**src/rtl/pipe_adder_nbit.sv**
```systemverilog
// rtl/pipe_adder_nbit.sv - pipelined block-carry add/subtract unit with valid/ready flow control
// Optional signed saturation of the result is built in when PIPE_ADDER_SAT_EN is defined.
module pipe_adder_nbit #(
  parameter int WIDTH = 16,
  parameter int BLK   = 4
) (
  input  logic             clk,
  input  logic             rst,
  input  logic             in_valid,
  output logic             in_ready,
  input  logic [WIDTH-1:0] a,
  input  logic [WIDTH-1:0] b,
  input  logic             c_i,
  input  logic             sub,
`ifdef PIPE_ADDER_SAT_EN
  input  logic             sat,
`endif
  output logic             out_valid,
  input  logic             out_ready,
  output logic [WIDTH-1:0] sum,
  output logic             c_o,
  output logic             ovf
);
  localparam int L = WIDTH / BLK;

  // Operand words travel right-justified: each stage consumes the low BLK bits of
  // a and b' and shifts its sum block in from the top, so after L stages the word
  // holds the complete sum in natural bit order.
  logic [WIDTH-1:0] src_w [L];
  logic [WIDTH-1:0] src_b [L];
  logic             src_c [L];
  logic             src_v [L];
  logic             vld   [L];
  logic [L:0]       load;
`ifdef PIPE_ADDER_SAT_EN
  logic             src_sat [L];
  assign src_sat[0] = sat;
`endif

  assign src_w[0] = a;
  assign src_b[0] = sub ? ~b : b;
  assign src_c[0] = sub | c_i;
  assign src_v[0] = in_valid;

  // A stage may load when it is empty or its successor is loading this cycle.
  always_comb begin
    load    = '0;
    load[L] = out_ready;
    for (int k = L - 1; k >= 0; k--) begin
      load[k] = !vld[k] || load[k+1];
    end
  end

  assign in_ready = load[0];

  for (genvar k = 0; k < L; k++) begin : g_stage
    logic [BLK:0]     bs;
    logic [WIDTH-1:0] nxt_w;

    assign bs = {1'b0, src_w[k][BLK-1:0]} + {1'b0, src_b[k][BLK-1:0]} + {{BLK{1'b0}}, src_c[k]};

    if (BLK == WIDTH) begin : g_whole
      assign nxt_w = bs[BLK-1:0];
    end else begin : g_split
      assign nxt_w = {bs[BLK-1:0], src_w[k][WIDTH-1:BLK]};
    end

    if (k < L - 1) begin : g_mid
      logic             v_q;
      logic             c_q;
      logic [WIDTH-1:0] w_q;
      logic [WIDTH-1:0] b_q;

      always_ff @(posedge clk or posedge rst) begin
        if (rst) begin
          v_q <= 1'b0;
        end else if (load[k]) begin
          v_q <= src_v[k];
        end
      end

      always_ff @(posedge clk) begin
        if (load[k] && src_v[k]) begin
          w_q <= nxt_w;
          b_q <= {{BLK{1'b0}}, src_b[k][WIDTH-1:BLK]};
          c_q <= bs[BLK];
        end
      end

`ifdef PIPE_ADDER_SAT_EN
      logic sat_q;
      always_ff @(posedge clk) begin
        if (load[k] && src_v[k]) begin
          sat_q <= src_sat[k];
        end
      end
      assign src_sat[k+1] = sat_q;
`endif

      assign vld[k]     = v_q;
      assign src_v[k+1] = v_q;
      assign src_w[k+1] = w_q;
      assign src_b[k+1] = b_q;
      assign src_c[k+1] = c_q;
    end else begin : g_last
      logic             a_msb;
      logic             b_msb;
      logic             ovf_n;
      logic [WIDTH-1:0] res;

      // Only the top block of a and b' remains here, so its MSB is the operand MSB.
      assign a_msb = src_w[k][BLK-1];
      assign b_msb = src_b[k][BLK-1];
      assign ovf_n = (a_msb == b_msb) && (bs[BLK-1] != a_msb);

      always_comb begin
        res = nxt_w;
`ifdef PIPE_ADDER_SAT_EN
        if (src_sat[k] && ovf_n) begin
          res = a_msb ? {1'b1, {(WIDTH-1){1'b0}}} : {1'b0, {(WIDTH-1){1'b1}}};
        end
`endif
      end

      always_ff @(posedge clk or posedge rst) begin
        if (rst) begin
          out_valid <= 1'b0;
          sum       <= '0;
          c_o       <= 1'b0;
          ovf       <= 1'b0;
        end else if (load[k]) begin
          out_valid <= src_v[k];
          if (src_v[k]) begin
            sum <= res;
            c_o <= bs[BLK];
            ovf <= ovf_n;
          end
        end
      end

      assign vld[k] = out_valid;
    end
  end

endmodule

```
**config.mk**
```make
export PLATFORM = sky130hd
export DESIGN_NAME = pipe_adder_nbit
export DESIGN_NICKNAME = d
export VERILOG_FILES = /design/src/rtl/pipe_adder_nbit.sv
export SDC_FILE = /design/constraint.sdc
export NUM_CORES = 1
export LEC_CHECK = 0
export ABC_AREA = 1
export CAP_MARGIN = 20
export CORE_MARGIN = 2
export CORE_UTILIZATION = 41
export CTS_CLUSTER_SIZE = 28
export DETAILED_ROUTE_END_ITERATION = 10
export SYNTH_ARGS = -nofsm -noshare
export SYNTH_HDL_FRONTEND = slang
export SYNTH_SLANG_ARGS = --single-unit
```
**constraint.sdc**
```tcl
create_clock -name clk -period 5.85 [get_ports clk]
set_input_delay 1.17 -clock clk [delete_from_list [all_inputs] [get_ports clk]]
set_output_delay 1.17 -clock clk [all_outputs]
set_load 0.05 [all_outputs]
```
==> reports/metrics.csv <==
metric,value,unit
cell count after synthesis,256,
"Seq/Total Area, Yosys",73.4,%
RSZ-0062 raised after global routing,false,
hold_sp,g_stage[0].g_mid.w_q[12]$_DFFE_PP_,
final hold violations,0,
Critical Path Sink Type,output port,
Starting Density,41.7,%
worst reg2reg path depth,5,
final setup skew,0.00848,ns
sw frac,33.9,%
most frequent cells in the layout,"75 x edfxtp_1, 63 x nand2_1, 57 x clkdlybuf4s50_1, 22 x dfrtp_1, 21 x xor2_1",
crit path cell chain,clkdlybuf4s50_1 -> inv_1 -> nand2_2 -> inv_1 -> nand3_1 -> nor2_1 -> inv_1 -> clkdlybuf4s50_1,
hold crit path type,flip-flop to flip-flop,
slew at the pin with the worst max-slew slack,0.928,ns
setup_tns,0,ns
worst r2r src,out_valid$_DFFE_PP0P_,
"Cell Area, Synth",3820,µm²
Final #Nets,378,
minimum clock period after layout,4.03,ns
switching pwr,0.688,mW
Final Cell Area,4700,µm²
Rows,35,
CP arrival,2.86,ns
global-route wire length before repair,8990,µm
crit path buf inv count,5,
CP required,4.68,ns
TritonCTS clock tree,built,
Startpoint Class,primary input,
Slew Limit Fails,0,
grt ovf,0,
number of vias in the routed layout,1985,
top sig layer,met4,
Slew HR,38.1,%
CP max stage cell,clkdlybuf4s50_1,
drt wl/cell,12.2,µm
initial antenna violation count,0,
CTS root buffer,clkbuf_8,
final worst-path cycle share,68.8,%
final wirelength,5330,µm
layout cells sized above 1,7.08,%
largest net degree at the start of global routing,30,
Global Route Usage Sum,11.7,%
Die Width,101,µm
Port Buffer Count,57,
reg2reg setup slack,4.07,ns
kind of critical path,primary input to output port,
routed vias/inst,4.55,
Int Pwr,1.34,mW
CTS max path bufs,2,
vias in the first global route,1978,
hold path depth,0,
htree depth,3,
RD Place Congestion,0.760,
VDD IR-drop max,136,µV
pwr/cell area,432,nW/µm²
crit-path leading delay family,buffers and inverters,
met2 wire length,2480,µm
Critical R2R Capture,g_stage[1].g_mid.b_q[3]$_DFFE_PP_,
run status,"finished, final reports clean",
crit-path max FO,3,
metal3 WL,240,µm
core area,9150,µm²
number of diodes,0,
clock sinks,97,
leakage,1.90,nW
Routed Antenna Nets,0,
Mapped Avg Cell Area,14.9,µm²
clock transition at the registers of the reported paths,0.08,ns
hold path endpoint,g_stage[1].g_mid.w_q[8]$_DFFE_PP_,
Crit. path cell count,8,
detailed-route DRC error count,0,
synthesis-stage register bit count,97,
"Hold-fix buffers, CTS",0,
max incr delay on CP,0.79,ns
"Distinct cells, synth",19,
initial drt markers,71,
post_cts resized,0,
Sequential Power Share,48.2,%
DIE HEIGHT,101,µm
DIE AREA,10100,µm²
"commonest non-fill, non-tap cell in the layout",edfxtp_1,
WL met1,2490,µm
Layout area overhead,23.1,%
# Post-CTS Setup Buffers,0,
fmax,248,MHz
clock share of power,21.4,%
Most common cell on crit path,inv_1,
syn nets,314,
final count of negative-setup-slack endpoints,0,
total of max-cap violations,0,
DP Area,4490,µm²
Comb pwr share,30.4,%
Num CTS Buffers,9,
# IOs,58,
DP HPWL,3790,µm
Ys Warns,0,
worst skew pair latency,0.35,ns
drt first pass iters,4,
[cell families after synthesis]
group / Yosys count / share of synthesized area, %
AO/OA/AOI/OAI: 10 / 1.31
buffers and inverters: 21 / 2.78
flip-flops: 97 / 73.4
AND/OR/NAND/NOR: 85 / 9.11
XOR/XNOR: 23 / 5.28
adder cells (fa/ha/maj): 20 / 8.13
[cells in the mapped netlist, drive strengths merged]
| library cell | instances | share of area, % |
|---|---|---|
| edfxtp | 75 | 59 |
| nand2 | 65 | 6.5 |
| dfrtp | 22 | 14 |
| xor2 | 21 | 4.8 |
| inv | 16 | 1.6 |
| ha | 12 | 3.9 |
| nand3 | 12 | 1.6 |
| a21oi | 8 | 1.0 |
| fa | 8 | 4.2 |
| nor2 | 6 | 0.59 |
| buf | 5 | 1.2 |
| o21ai | 2 | 0.26 |
| xnor2 | 2 | 0.46 |
| nor3 | 1 | 0.26 |
| or2 | 1 | 0.16 |
[through the flow]
| step | cells | utilization [%] | hold slack [ns] | total power [mW] | setup slack (ns) |
|---|---|---|---|---|---|
| final | 436 | 51.4 | 0.423 | 2.03 | 1.82 |
| after global routing | 436 | 51.4 | 0.435 | 2.15 | 1.70 |
| after CTS | 436 | 51.4 | 0.424 | 2.06 | 1.81 |
| after detailed placement | 420 | 49.1 | 0.405 | 1.62 | 1.81 |
| after global placement | 420 | 49.1 | 0.403 | 1.61 | 1.80 |
| after floorplan | 256 | - | 0.400 | 1.42 | 2.72 |
[worst register-to-register path, cell delays in order, from the launching register on]
cell and delay (ns):
dfrtp_1 0.39, nand2_2 0.10, inv_1 0.06, nand3_1 0.11, nand2_1 0.07, inv_1 0.67
[power groups by stage]
| stage | combinational [mW] | sequential (mW) | clock, mW |
|---|---|---|---|
| floorplan | 0.207 | 1.21 | 0 |
| global placement | 0.617 | 0.994 | 0 |
| detailed placement | 0.625 | 0.998 | 0 |
| CTS | 0.627 | 0.982 | 0.447 |
| global route | 0.669 | 0.998 | 0.478 |
| finish | 0.618 | 0.980 | 0.435 |
[metal layers]
metal,vias to the layer above,GRT usage [%]
met4,0,5.69
met2,51,19.2
met1,933,14.3
li1,993,-
met3,8,3.12
met5,-,0
[final cells by class]
cell class	count	area, µm²
Timing Repair Buffer	58	578
Multi-Input combinational cell	138	912
Fill cell	786	4450
Inverter	16	60.1
Clock buffer	13	190
Tap cell	111	139
Sequential cell	97	2800
Clock inverter	3	18.8
[worst max-delay path by stage]
| stage | start | to | slack (ns) |
|---|---|---|---|
| global route | out_ready | in_ready | 1.70 |
| detailed placement | out_ready | in_ready | 1.81 |
| CTS | out_ready | in_ready | 1.81 |
| global placement | out_ready | in_ready | 1.80 |
| floorplan | out_ready | g_stage[0].g_mid.b_q[0]$_DFFE_PP_ | 2.72 |
| finish | out_ready | in_ready | 1.82 |
[sequential cells by signal (all words and copies together), names as in the netlist]
| signal | count |
|---|---|
| g_stage.g_mid.c_q | 3 |
| g_stage.g_mid.w_q | 48 |
| c_o | 1 |
| sum | 16 |
| out_valid | 1 |
| g_stage.g_mid.b_q | 24 |
| g_stage.g_mid.v_q | 3 |
| ovf | 1 |
Power figures use the tool's default switching activity.
